==> src/rtl/cache_control_pkg.sv <==
// Shared types and constants for the LC-3b cache controller.
package lc3b_types;

  typedef enum logic [1:0] {
    S_IDLE  = 2'd0,
    S_WB    = 2'd1,
    S_ALLOC = 2'd2
  } lc3b_cache_state;

  localparam logic [1:0] ADDR_CPU  = 2'd0;
  localparam logic [1:0] ADDR_WAY0 = 2'd1;
  localparam logic [1:0] ADDR_WAY1 = 2'd2;

  // Writeback address select for the victim way: {tag<v>, index, 0}.
  function automatic logic [1:0] victim_addr_sel(input logic victim);
    return victim ? ADDR_WAY1 : ADDR_WAY0;
  endfunction

endpackage

==> src/rtl/cache_control_sat_counter.sv <==
// Saturating up-counter: counts increment pulses and sticks at all-ones.
module sat_counter #(
  parameter int width = 16
) (
  input  logic             clk,
  input  logic             rst_n,
  input  logic             i_inc,
  output logic [width-1:0] o_count
);

  logic [width-1:0] r_count;
  logic             w_full;

  assign w_full  = (r_count == {width{1'b1}});
  assign o_count = r_count;

  // Count register: clears on reset, increments on i_inc unless already saturated.
  always_ff @(posedge clk or negedge rst_n) begin
    if (!rst_n) begin
      r_count <= {width{1'b0}};
    end else if (i_inc && !w_full) begin
      r_count <= r_count + {{(width-1){1'b0}}, 1'b1};
    end else begin
      r_count <= r_count;
    end
  end

endmodule

==> src/rtl/cache_control.sv <==
// Sequencing FSM for the 2-way, 8-set LC-3b cache: hit handling, victim
// writeback, line allocate, plus hit/miss/writeback performance counters.
module cache_control
  import lc3b_types::*;
#(
  parameter int CNT_WIDTH = 16
) (
  input  logic                 clk,
  input  logic                 rst_n,
  input  logic                 mem_read,
  input  logic                 mem_write,
  output logic                 mem_resp,
  output logic                 pmem_read,
  output logic                 pmem_write,
  input  logic                 pmem_resp,
  input  logic                 ishit0_out,
  input  logic                 ishit1_out,
  input  logic                 dirtyarr0_out,
  input  logic                 dirtyarr1_out,
  input  logic                 lru_out,
  output logic                 datainmux_sel,
  output logic [1:0]           addressmux_sel,
  output logic                 dataarr0_write,
  output logic                 dataarr1_write,
  output logic                 valid0_write,
  output logic                 valid1_write,
  output logic                 tag0_write,
  output logic                 tag1_write,
  output logic                 dirtyarr0_write,
  output logic                 dirtyarr1_write,
  output logic                 lru_write,
  output logic [CNT_WIDTH-1:0] hit_count,
  output logic [CNT_WIDTH-1:0] miss_count,
  output logic [CNT_WIDTH-1:0] wb_count
);

  lc3b_cache_state r_state;
  lc3b_cache_state w_next_state;

  logic w_req;
  logic w_hit;
  logic w_victim;
  logic w_victim_dirty;
  logic w_hit_inc;
  logic w_miss_inc;
  logic w_wb_inc;

  assign w_req          = mem_read | mem_write;
  assign w_hit          = ishit0_out | ishit1_out;
  // LRU does not change during a miss, so the victim is stable across WB/ALLOC.
  assign w_victim       = lru_out;
  assign w_victim_dirty = w_victim ? dirtyarr1_out : dirtyarr0_out;

  // State register; reset abandons any pmem cycle in flight.
  always_ff @(posedge clk or negedge rst_n) begin
    if (!rst_n) begin
      r_state <= S_IDLE;
    end else begin
      r_state <= w_next_state;
    end
  end

  // Next-state and output decode; everything held at defaults while in reset.
  always_comb begin
    w_next_state    = r_state;
    mem_resp        = 1'b0;
    pmem_read       = 1'b0;
    pmem_write      = 1'b0;
    datainmux_sel   = 1'b0;
    addressmux_sel  = ADDR_CPU;
    dataarr0_write  = 1'b0;
    dataarr1_write  = 1'b0;
    valid0_write    = 1'b0;
    valid1_write    = 1'b0;
    tag0_write      = 1'b0;
    tag1_write      = 1'b0;
    dirtyarr0_write = 1'b0;
    dirtyarr1_write = 1'b0;
    lru_write       = 1'b0;
    w_hit_inc       = 1'b0;
    w_miss_inc      = 1'b0;
    w_wb_inc        = 1'b0;

    if (rst_n) begin
      case (r_state)
        S_IDLE: begin
          if (w_req && w_hit) begin
            mem_resp  = 1'b1;
            lru_write = 1'b1;
            w_hit_inc = 1'b1;
            if (mem_write) begin
              datainmux_sel = 1'b1;
              if (ishit0_out) begin
                dataarr0_write  = 1'b1;
                dirtyarr0_write = 1'b1;
              end else begin
                dataarr1_write  = 1'b1;
                dirtyarr1_write = 1'b1;
              end
            end else begin
              datainmux_sel = 1'b0;
            end
          end else if (w_req) begin
            w_miss_inc   = 1'b1;
            w_next_state = w_victim_dirty ? S_WB : S_ALLOC;
          end else begin
            w_next_state = S_IDLE;
          end
        end

        S_WB: begin
          pmem_write     = 1'b1;
          addressmux_sel = victim_addr_sel(w_victim);
          if (pmem_resp) begin
            w_wb_inc     = 1'b1;
            w_next_state = S_ALLOC;
          end else begin
            w_next_state = S_WB;
          end
        end

        S_ALLOC: begin
          pmem_read      = 1'b1;
          addressmux_sel = ADDR_CPU;
          datainmux_sel  = 1'b0;
          if (pmem_resp) begin
            // Dirty bit value comes from mem_write in the datapath.
            if (w_victim) begin
              dataarr1_write  = 1'b1;
              tag1_write      = 1'b1;
              valid1_write    = 1'b1;
              dirtyarr1_write = 1'b1;
            end else begin
              dataarr0_write  = 1'b1;
              tag0_write      = 1'b1;
              valid0_write    = 1'b1;
              dirtyarr0_write = 1'b1;
            end
            w_next_state = S_IDLE;
          end else begin
            w_next_state = S_ALLOC;
          end
        end

        default: begin
          w_next_state = S_IDLE;
        end
      endcase
    end else begin
      w_next_state = S_IDLE;
    end
  end

  sat_counter #(.width(CNT_WIDTH)) u_hit_cnt (
    .clk    (clk),
    .rst_n  (rst_n),
    .i_inc  (w_hit_inc),
    .o_count(hit_count)
  );

  sat_counter #(.width(CNT_WIDTH)) u_miss_cnt (
    .clk    (clk),
    .rst_n  (rst_n),
    .i_inc  (w_miss_inc),
    .o_count(miss_count)
  );

  sat_counter #(.width(CNT_WIDTH)) u_wb_cnt (
    .clk    (clk),
    .rst_n  (rst_n),
    .i_inc  (w_wb_inc),
    .o_count(wb_count)
  );

endmodule
==> config.mk <==
export PLATFORM = sky130hd
export DESIGN_NAME = cache_control
export DESIGN_NICKNAME = d
export VERILOG_FILES = /design/src/rtl/cache_control_pkg.sv /design/src/rtl/cache_control_sat_counter.sv /design/src/rtl/cache_control.sv
export SDC_FILE = /design/constraint.sdc
export NUM_CORES = 1
export LEC_CHECK = 0
export CAP_MARGIN = 20
export CORE_MARGIN = 5
export CORE_UTILIZATION = 51
export CTS_CLUSTER_DIAMETER = 40
export CTS_CLUSTER_SIZE = 20
export DETAILED_ROUTE_END_ITERATION = 12
export HOLD_SLACK_MARGIN = 0.08
export PLACE_DENSITY = 0.85
export SETUP_SLACK_MARGIN = 0.5
export SLEW_MARGIN = 20
export SYNTH_ARGS = -nofsm -noshare
export SYNTH_HDL_FRONTEND = slang
export SYNTH_SLANG_ARGS = --single-unit
==> constraint.sdc <==
create_clock -name clk -period 5.5 [get_ports clk]
set_clock_uncertainty 0.1 [all_clocks]
set_input_delay 0.55 -clock clk [delete_from_list [all_inputs] [get_ports clk]]
set_output_delay 0.55 -clock clk [all_outputs]
set_load 0.02 [all_outputs]
==> results of run 1 <==
cells by family (layout without fill, tap and decap cells):
| logic type | count (synthesis) | after routing | share of synthesized area, % |
|---|---|---|---|
| AOI/OAI and AO/OA | 13 | 13 | 3.94 |
| xor gates and xnor gates | 42 | 42 | 14.9 |
| and+or+nand+nor | 106 | 106 | 23.8 |
| buffers and inverters | 14 | 88 | 3.54 |
| adders and majority gates | 3 | 3 | 1.52 |
| muxes | 4 | 4 | 1.77 |
| DFF | 50 | 50 | 50.6 |
report_power, final:
part / switching [mW] / total [mW] / internal [mW]
Clock: 0.121 / 0.256 / 0.136
Combinational: 0.138 / 0.272 / 0.134
Sequential: 0.0618 / 0.473 / 0.411
cells in the final DEF, fill, tap and decap left out, types with 2 or more instances in the layout:
| cell | Yosys | final |
|---|---|---|
| sky130_fd_sc_hd__clkdlybuf4s50_1 | 0 | 71 |
| sky130_fd_sc_hd__xnor2_1 | 36 | 36 |
| sky130_fd_sc_hd__xor2_1 | 6 | 6 |
| sky130_fd_sc_hd__o21a_1 | 3 | 3 |
| sky130_fd_sc_hd__nand2_1 | 18 | 18 |
| sky130_fd_sc_hd__clkbuf_8 | 0 | 5 |
| sky130_fd_sc_hd__nor2b_1 | 2 | 2 |
| sky130_fd_sc_hd__nand3_1 | 20 | 20 |
| sky130_fd_sc_hd__a21oi_1 | 4 | 4 |
| sky130_fd_sc_hd__and3_1 | 9 | 9 |
| sky130_fd_sc_hd__nor2_1 | 12 | 12 |
| sky130_fd_sc_hd__or3_1 | 2 | 2 |
| sky130_fd_sc_hd__and2_1 | 2 | 2 |
| sky130_fd_sc_hd__inv_1 | 6 | 6 |
| sky130_fd_sc_hd__nor3_1 | 6 | 6 |
| sky130_fd_sc_hd__ha_1 | 3 | 3 |
| sky130_fd_sc_hd__dfrtp_1 | 50 | 50 |
| sky130_fd_sc_hd__nand4_1 | 22 | 22 |
| sky130_fd_sc_hd__mux2_2 | 3 | 3 |
| sky130_fd_sc_hd__nor4_1 | 3 | 3 |
cell usage after synthesis (all sizes together) (2+ instances only):
cell type / instances / area [sq um]
nor3: 7 / 40.0
buf: 8 / 65.1
a21oi: 4 / 20.0
or3: 2 / 12.5
o21ai: 2 / 10.0
mux2: 3 / 33.8
and2: 2 / 12.5
nand3: 20 / 100
nor4: 4 / 40.0
nand2: 18 / 67.6
nor2b: 2 / 12.5
xor2: 6 / 52.6
dfrtp: 50 / 1250
inv: 6 / 22.5
ha: 3 / 37.5
o21a: 3 / 22.5
xnor2: 36 / 315
nand4: 22 / 138
and3: 9 / 56.3
nor2: 12 / 45.0
cell type report:
cell class                 count  share of cell area [%]
timing repair buffer          74                    22.0
inverter                       6                   0.675
tap                           67                    2.51
clock buffer                   6                    2.17
multi-input combinational    168                    34.0
clock inverter                 2                    1.12
sequential                    50                    37.5
worst max path at each step:
stage,start,endpoint,cells after the start
3_5_place_dp,mem_write,mem_resp,5
3_3_place_gp,ishit0_out,lru_write,5
2_1_floorplan,r_state[0],valid0_write,4
5_1_grt,rst_n,lru_write,6
6_report,rst_n,mem_resp,6
4_1_cts,rst_n,mem_resp,6
per-layer routing:
metal  track usage, %  wire, um  vias to the layer above
met5                0         0                        -
met1             25.0      2420                      994
met3             5.30       303                        9
met4             6.01       112                        0
li1                 -         -                      962
met2             31.8      2800                       49
flip-flops by register name (all words and copies together) (netlist names):
name                count
u_hit_cnt.o_count      16
u_miss_cnt.o_count     16
r_state                 2
u_wb_cnt.o_count       16
repair_timing:
item	4_1_cts	5_1_grt
setup endpoints to repair	0	0
endpoints found under the hold margin	13	0
gates resized for setup	0	0
hold buffers	1	0
==> impl_metrics.toml, run 1 <==
[floorplanning]
core_sq_mm = 0.00472
io_pins = 73
floorplan.initialDensity_pct = 52.4
fp.dieW_um = 79.7
fp.dieH_um = 79.7
placement_rows = 25
dieArea_sq_mm = 0.00635

[setup_path]
rr_endpoint = "u_miss_cnt.o_count[13]"
critPathMaxStageDelay_ns = 0.61
cell_with_the_largest_stage_delay_on_the_worst_path = "sky130_fd_sc_hd__clkdlybuf4s50_1"
critPathBufInv = 4
crit_fanout = 20
worst_setup_path_start_kind = "input pin"
arrival_ns = 2.82
worst_setup_path_end_kind = "primary output"
critical_path_cell_sequence = "dlygate4sd3_1 > buf_2 > o21ai_1 > or4_4 > inv_1 > clkdlybuf4s50_1"
rrSetupSlack_ns = 3.25
critPathTopFamily = "buffers and inverters"
critical_path.reg2reg.startpoint = "r_state[1]"
worst-r2r-cell-count = 5
setup.worst_path.class = "input pin to primary output"
crit_required_ns = 4.85

[final_layout]
finalNonFillerCells = 373
final_net_count = 318
n_antenna_cell = 0
postLayoutCoreUtil_pct = 70.6
syn2layout_area_growth_pct = 34.8
ff_latch_area_sq_mm = 0.00125
drive_gt1_share_pct = 5.56
number_of_fill_cells = 373
multi_input_gate_area_in_the_final_layout_sq_mm = 0.00114
final_design_area_no_fill_sq_mm = 0.00334

[clock_tree]
cts_setup_buffers = 0
cts.sinks = 50
root_buffer_selected_by_cts = "sky130_fd_sc_hd__clkbuf_8"
cts_buffer_count = 5
tritoncts = "done"
cts.htree.levels = 2
clk-insertion-delay-late_ns = 0.30
cts.clk_slew.worst_paths_ns = 0.09
clock_tree.buffer_depth = 2

[timing]
timing.slew.headroom_pct = 50.2
finalHoldViolations = 0
max_clock_freq_mhz = 288
post-route-period-util_pct = 63.1
final-setup-viol-count = 0
layout_min_cycle_time_ns = 3.47
rsz0062_at_grt = "no"
worst_hold_slack_ns = 0.394
final_critical_path_setup_slack_ns = 2.03
totalNegativeSetupSlack_ns = 0
finalMaxSlewViolations = 0
pin_slew_with_the_least_headroom_to_its_limit_ns = 0.740

[global_routing]
first_global_vias = 1992
antenna_found_initial = 0
grtUsageTotal_pct = 19.4
grt_max_degree = 38
grt_pass1_wl_um = 9730
global_route.overflow_total = 0

[power_and_ir_drop]
power_density_mw_per_mm2 = 300
p_leak_nw = 1.35
worst_ir_drop_vdd_mv = 0.224
totalPowerFinal_mw = 1.00

[synth]
synth_async_sr_flop_share_pct = 100
synth_area_per_cell_sq_um = 10.7
number_of_enable_type_register_cells_in_the_synthesized_netlist = 0
ys.flop_type = "sky130_fd_sc_hd__dfrtp_1"
yosys_warnings = 0
syn_nets = 245
post_synth_num_cell_types = 38
synth-seq-area-share_pct = 50.6
synthesis.area_sq_mm = 0.00247
postSynthRegisterBits = 50
synthCells = 232

[placed_design]
place.port_buffers = 72
gp_congestion = 0.817
post-dp-hpwl_um = 4320
post-place-ws_ns = 2.42
dpl-instance-area_sq_mm = 0.00322
numPlacedInstances = 364

[routing]
number_of_nets_with_antenna_violations_after_routing = 0
drt_iter0_drc = 128
wl_per_cell_um = 15.1
drt_pre_antenna_iters = 4
drc = 0
vias = 2014
vias_per_cell = 5.40
wl_um = 5630

[hold_path]
hold_start = "u_miss_cnt.o_count[4]"
hold-path-endpoint = "u_miss_cnt.o_count[4]"
hold_path.class = "flip-flop to flip-flop"
hold_path_depth = 1

[flow_run]
cap_violations = 0

[run_status]
outcome = "completed"
Power figures use the tool's default switching activity.
==> inputs of run 2 (changes only) <==
--- a/config.mk
+++ b/config.mk
@@ -7,12 +7,12 @@
 export LEC_CHECK = 0
 export CAP_MARGIN = 20
 export CORE_MARGIN = 5
-export CORE_UTILIZATION = 51
+export CORE_UTILIZATION = 47
 export CTS_CLUSTER_DIAMETER = 40
 export CTS_CLUSTER_SIZE = 20
 export DETAILED_ROUTE_END_ITERATION = 12
 export HOLD_SLACK_MARGIN = 0.08
-export PLACE_DENSITY = 0.85
+export PLACE_DENSITY = 0.8
 export SETUP_SLACK_MARGIN = 0.5
 export SLEW_MARGIN = 20
 export SYNTH_ARGS = -nofsm -noshare
==> constraint.sdc (replaced) <==
create_clock -name clk -period 3.3 [get_ports clk]
set_clock_uncertainty 0.1 [all_clocks]
set_input_delay 0.33 -clock clk [delete_from_list [all_inputs] [get_ports clk]]
set_output_delay 0.33 -clock clk [all_outputs]
set_load 0.02 [all_outputs]
==> run 2 against run 1 <==
First-iteration DRC count down 23%. Critical path depth fell by 1. Sequential share of layout area increased by 0.14 points. Flip-flop and latch count unchanged. Largest power group unchanged.
==> impl_metrics.toml, run 2 (synthesis results as in run 1) <==
[run_status]
outcome = "completed"

[timing]
timing.slew.headroom_pct = 49.0
pin_slew_with_the_least_headroom_to_its_limit_ns = 0.765
layout_min_cycle_time_ns = 2.64
finalHoldViolations = 0
max_clock_freq_mhz = 378
totalNegativeSetupSlack_ns = 0
rsz0062_at_grt = "no"
post-route-period-util_pct = 80.1
finalMaxSlewViolations = 0
final-setup-viol-count = 0
worst_hold_slack_ns = 0.399
final_critical_path_setup_slack_ns = 0.658

[setup_path]
setup.worst_path.class = "input pin to primary output"
crit_required_ns = 2.87
rr_endpoint = "u_miss_cnt.o_count[1]"
cell_with_the_largest_stage_delay_on_the_worst_path = "sky130_fd_sc_hd__clkdlybuf4s50_1"
critical_path.reg2reg.startpoint = "r_state[1]"
critical_path_cell_sequence = "clkdlybuf4s50_1 > o21ai_1 > or4_4 > inv_1 > clkdlybuf4s50_1"
worst_setup_path_start_kind = "input pin"
worst_setup_path_end_kind = "primary output"
crit_fanout = 7
critical-path-top-cell-by-count = "sky130_fd_sc_hd__clkdlybuf4s50_1"
rrSetupSlack_ns = 1.02
critPathMaxStageDelay_ns = 0.61
worst-r2r-cell-count = 4
arrival_ns = 2.21

[global_routing]
global_route.overflow_total = 0
antenna_found_initial = 0
grt_pass1_wl_um = 9600
grtUsageTotal_pct = 18.4
first_global_vias = 2043
grt_max_degree = 26

[floorplanning]
core_sq_mm = 0.00511
dieArea_sq_mm = 0.00682
placement_rows = 26
io_pins = 73
fp.dieW_um = 82.6
floorplan.initialDensity_pct = 48.5
fp.dieH_um = 82.6

[routing]
drt_iter0_drc = 99
drc = 0
vias_per_cell = 5.24
drt_pre_antenna_iters = 4
wl_per_cell_um = 15.1
wl_um = 5680
vias = 1976
number_of_nets_with_antenna_violations_after_routing = 0

[final_layout]
number_of_fill_cells = 434
most_frequent_standard_cell_in_the_layout_excluding_fill_and_tap_cells = "sky130_fd_sc_hd__clkdlybuf4s50_1"
drive_gt1_share_pct = 5.21
syn2layout_area_growth_pct = 34.3
n_antenna_cell = 0
final_cell_mix = "71 x sky130_fd_sc_hd__clkdlybuf4s50_1, 50 x sky130_fd_sc_hd__dfrtp_1, 36 x sky130_fd_sc_hd__xnor2_1"
final_net_count = 320

[hold_path]
hold_start = "u_hit_cnt.o_count[5]"
hold_path.class = "flip-flop to flip-flop"
hold-path-endpoint = "u_hit_cnt.o_count[5]"
hold_path_depth = 1

[power_and_ir_drop]
power_density_mw_per_mm2 = 470
worst_ir_drop_vdd_mv = 0.341
p_leak_nw = 1.34

[clock_tree]
root_buffer_selected_by_cts = "sky130_fd_sc_hd__clkbuf_8"
cts.htree.levels = 2
clock_tree.buffer_depth = 2
ctsResizeCount = 0
cts.sinks = 50
cts_setup_buffers = 0
cts_buffer_count = 5
tritoncts = "done"
clk-insertion-delay-late_ns = 0.29
cts.clk_slew.worst_paths_ns = 0.08

[placed_design]
gp_congestion = 0.898
place.port_buffers = 72
post-dp-hpwl_um = 4220
post-place-ws_ns = 0.642

[flow_run]
cap_violations = 0
## run 2: changes by cell type in the layout (fill, tap and decap cells not counted)
cell                            previous run  this run
sky130_fd_sc_hd__buf_4                     1         2
sky130_fd_sc_hd__bufinv_16                 1         0
sky130_fd_sc_hd__clkbuf_1                  1         2
sky130_fd_sc_hd__clkinvlp_4                1         0
sky130_fd_sc_hd__dlygate4sd3_1             1         2
## run 2: power breakdown
group / leakage [nW] / internal, mW / switching (mW)
Clock: 0.0383 / 0.146 / 0.184
Combinational: 0.628 / 0.224 / 0.225
Sequential: 0.678 / 0.685 / 0.0977
## run 2: metal layers
metal  global-route usage, %  wire length [um]
met1                    24.3              2580
met2                    29.0              2660
met3                    5.86               387
met4                    5.23                56
met5                       0                 0
## run 2: area by class of cell
class	instances	area, sq um	area share, %
Clock buffer	7	76.3	2.30
Inverter	6	22.5	0.677
Multi-Input combinational cell	168	1140	34.2
Sequential cell	50	1250	37.6
Tap cell	70	87.6	2.63
Timing Repair Buffer	76	751	22.6
## run 2: worst max path at each step
stage	startpoint	endpoint
after global routing	r_state[1]	dirtyarr0_write
after detailed placement	mem_write	mem_resp
after global placement	mem_write	lru_write
after floorplan	u_wb_cnt.o_count[0]	u_wb_cnt.o_count[14]
after CTS	r_state[1]	dirtyarr0_write
final	mem_write	mem_resp
## run 2: worst max-delay path: cells and delay by family
kind            cells  cell delay (ns)
buf+inv             3             1.29
simple gates        1             0.50
compound gates      1             0.08
## run 2: what timing repair did
item,CTS,global route
setup endpoints to repair,0,0
endpoints found under the hold margin,13,0
hold buffers,2,0
## run 2: stage by stage
stage                     utilization [%]  instance area (sq um)  instances  total power [mW]
final                                65.1                   3320        377              1.56
after global routing                 65.1                   3320        377              1.66
after CTS                            65.1                   3320        377              1.58
after detailed placement             63.2                   3230        368              1.24
after global placement               63.2                   3230        368              1.24
after floorplan                         -                   2470        232              1.02
==> inputs of run 3 (changes only) <==
--- a/config.mk
+++ b/config.mk
@@ -7,12 +7,12 @@
 export LEC_CHECK = 0
 export CAP_MARGIN = 20
 export CORE_MARGIN = 5
-export CORE_UTILIZATION = 47
+export CORE_UTILIZATION = 43
 export CTS_CLUSTER_DIAMETER = 40
 export CTS_CLUSTER_SIZE = 20
 export DETAILED_ROUTE_END_ITERATION = 12
 export HOLD_SLACK_MARGIN = 0.08
-export PLACE_DENSITY = 0.8
+export PLACE_DENSITY = 0.77
 export SETUP_SLACK_MARGIN = 0.5
 export SLEW_MARGIN = 20
 export SYNTH_ARGS = -nofsm -noshare
==> constraint.sdc (replaced) <==
create_clock -name clk -period 2.1 [get_ports clk]
set_clock_uncertainty 0.1 [all_clocks]
set_input_delay 0.21 -clock clk [delete_from_list [all_inputs] [get_ports clk]]
set_output_delay 0.21 -clock clk [all_outputs]
set_load 0.02 [all_outputs]
==> run 3 against run 2 <==
Final area is 16% higher. Clock power is 100% higher. Sequential share of layout area is 4.8 points lower. Register-to-register slack worse by 0.88 ns. Global-route usage is 0.40 points lower. Flip-flop and latch count stayed put. Critical endpoint is now u_hit_cnt.o_count[1]. Wire length is 13% higher.
==> impl_metrics.toml, run 3 (synthesis results as in run 1) <==
[global_routing]
grtUsageTotal_pct = 18.0
grt.met1_usage_pct = 24.7
global_route.usage.met2_pct = 29.2
antenna_found_initial = 0
grt-busiest-layer = "met2"
global_route.overflow_total = 0
grt_pass1_wl_um = 10800
grt_max_degree = 46
met3_routing_resource_usage_after_global_routing_pct = 3.36
first_global_vias = 2230

[setup_path]
critical_path.reg2reg.startpoint = "r_state[1]"
crit_fanout = 7
rrSetupSlack_ns = 0.14
setup.worst_path.class = "flip-flop to flip-flop"
worst_setup_path_start_kind = "flip-flop"
worst-r2r-cell-count = 4
worst_setup_path_end_kind = "flip-flop"
crit_required_ns = 2.19
arrival_ns = 2.05
rr_endpoint = "u_hit_cnt.o_count[1]"

[timing]
finalHoldViolations = 0
rsz0062_at_grt = "yes"
layout_min_cycle_time_ns = 1.96
totalNegativeSetupSlack_ns = 0
timing.slew.headroom_pct = 62.2
post-route-period-util_pct = 93.3
final-setup-viol-count = 0
pin_slew_with_the_least_headroom_to_its_limit_ns = 0.567
finalMaxSlewViolations = 0
max_clock_freq_mhz = 510
final_critical_path_setup_slack_ns = 0.140

[clock_tree]
root_buffer_selected_by_cts = "sky130_fd_sc_hd__clkbuf_8"
clk-insertion-delay-late_ns = 0.30
cts.clk_slew.worst_paths_ns = 0.09
cts.sinks = 50
clock_tree.buffer_depth = 2
cts.htree.levels = 2
cts_buffer_count = 5
tritoncts = "done"

[final_layout]
syn2layout_area_growth_pct = 55.9
final_net_count = 350
finalNonFillerCells = 410
final_cell_mix = "51 x sky130_fd_sc_hd__dlygate4sd2_1, 38 x sky130_fd_sc_hd__dfrtp_1, 35 x sky130_fd_sc_hd__xnor2_1"
number_of_fill_cells = 437
drive_gt1_share_pct = 33.4
n_antenna_cell = 0
most_frequent_standard_cell_in_the_layout_excluding_fill_and_tap_cells = "sky130_fd_sc_hd__dlygate4sd2_1"
multi_input_gate_area_in_the_final_layout_sq_mm = 0.00142
final_design_area_no_fill_sq_mm = 0.00386
ff_latch_area_sq_mm = 0.00127

[power_and_ir_drop]
worst_ir_drop_vdd_mv = 0.582
p_leak_nw = 1.82
totalPowerFinal_mw = 2.73
power_density_mw_per_mm2 = 708

[placed_design]
post-dp-hpwl_um = 4530
post-place-ws_ns = -0.206
gp_congestion = 0.801
dpl-instance-area_sq_mm = 0.00351
numPlacedInstances = 386
place.port_buffers = 72

[routing]
drt_iter0_drc = 95
vias_per_cell = 5.26
drc = 0
wl_per_cell_um = 15.6
wl_um = 6400
drt_pre_antenna_iters = 4
number_of_nets_with_antenna_violations_after_routing = 0
vias = 2155

[hold_path]
hold-path-endpoint = "r_state[1]"
hold_start = "rst_n"
hold_path_depth = 4
hold_path.class = "input pin to flip-flop"

[run_status]
outcome = "completed"

[flow_run]
cap_violations = 0

[floorplanning]
placement_rows = 27
fp.dieW_um = 85.9
fp.dieH_um = 85.9
core_sq_mm = 0.00554
dieArea_sq_mm = 0.00737
floorplan.initialDensity_pct = 44.7
io_pins = 73
run 3: cell types whose count changed in the layout (fill, tap and decap cells not counted), sizes merged:
| cell | change |
|---|---|
| bufinv | +1 |
| clkdlybuf4s50 | -66 |
| buf | +41 |
| a21oi | +1 |
| dlygate4sd2 | +51 |
| clkdlybuf4s15 | +3 |
run 3: through the flow:
step,hold slack [ns],utilization (%)
after floorplan,-0.186,-
after global placement,0.0883,63.3
after detailed placement,0.0921,63.3
after CTS,0.238,66.3
after global routing,0.228,69.6
final,0.224,69.6
run 3: report_power, final:
group          switching, mW  total (mW)  internal [mW]
registers              0.154        1.24           1.09
clock network          0.309       0.666          0.357
logic                  0.424       0.825          0.401
run 3: how the worst max path moves through the flow:
stage,cells after the start,slack (ns),end,start
2_1_floorplan,4,0.23,u_hit_cnt.o_count[1],r_state[1]
6_report,4,0.14,u_hit_cnt.o_count[1],r_state[1]
3_3_place_gp,5,-0.20,lru_write,mem_read
4_1_cts,4,0.17,u_hit_cnt.o_count[1],r_state[1]
5_1_grt,5,0.08,u_hit_cnt.o_count[15],r_state[1]
3_5_place_dp,5,-0.21,lru_write,mem_read
run 3: layer usage:
layer,routed length (um),vias up
li1,-,1030
met1,2890,1064
met2,3240,56
met3,236,5
met4,34,0
met5,0,-
run 3: cell type report:
cell class	instances	share of cell area, %
Sequential cell	50	32.8
Tap cell	72	2.33
Multi-Input combinational cell	169	36.7
Inverter	6	0.649
Clock inverter	1	0.778
Timing Repair Buffer	105	24.7
Clock buffer	7	1.98
run 3: worst max-delay path, cell delays in order (launching register included):
cell	delay (ns)
sky130_fd_sc_hd__dfrtp_1	0.43
sky130_fd_sc_hd__or4_4	0.56
sky130_fd_sc_hd__buf_6	0.16
sky130_fd_sc_hd__a31oi_4	0.27
sky130_fd_sc_hd__mux2_4	0.33
run 3: repair_timing:
action / 4_1_cts / 5_1_grt
hold buffers: 2 / 0
resized for setup: 140 / 31
pin swaps: 17 / 21
gates cloned: 1 / 0
buffers inserted: 4 / 9
setup endpoints to repair: 111 / 65
endpoints found under the hold margin: 50 / 0
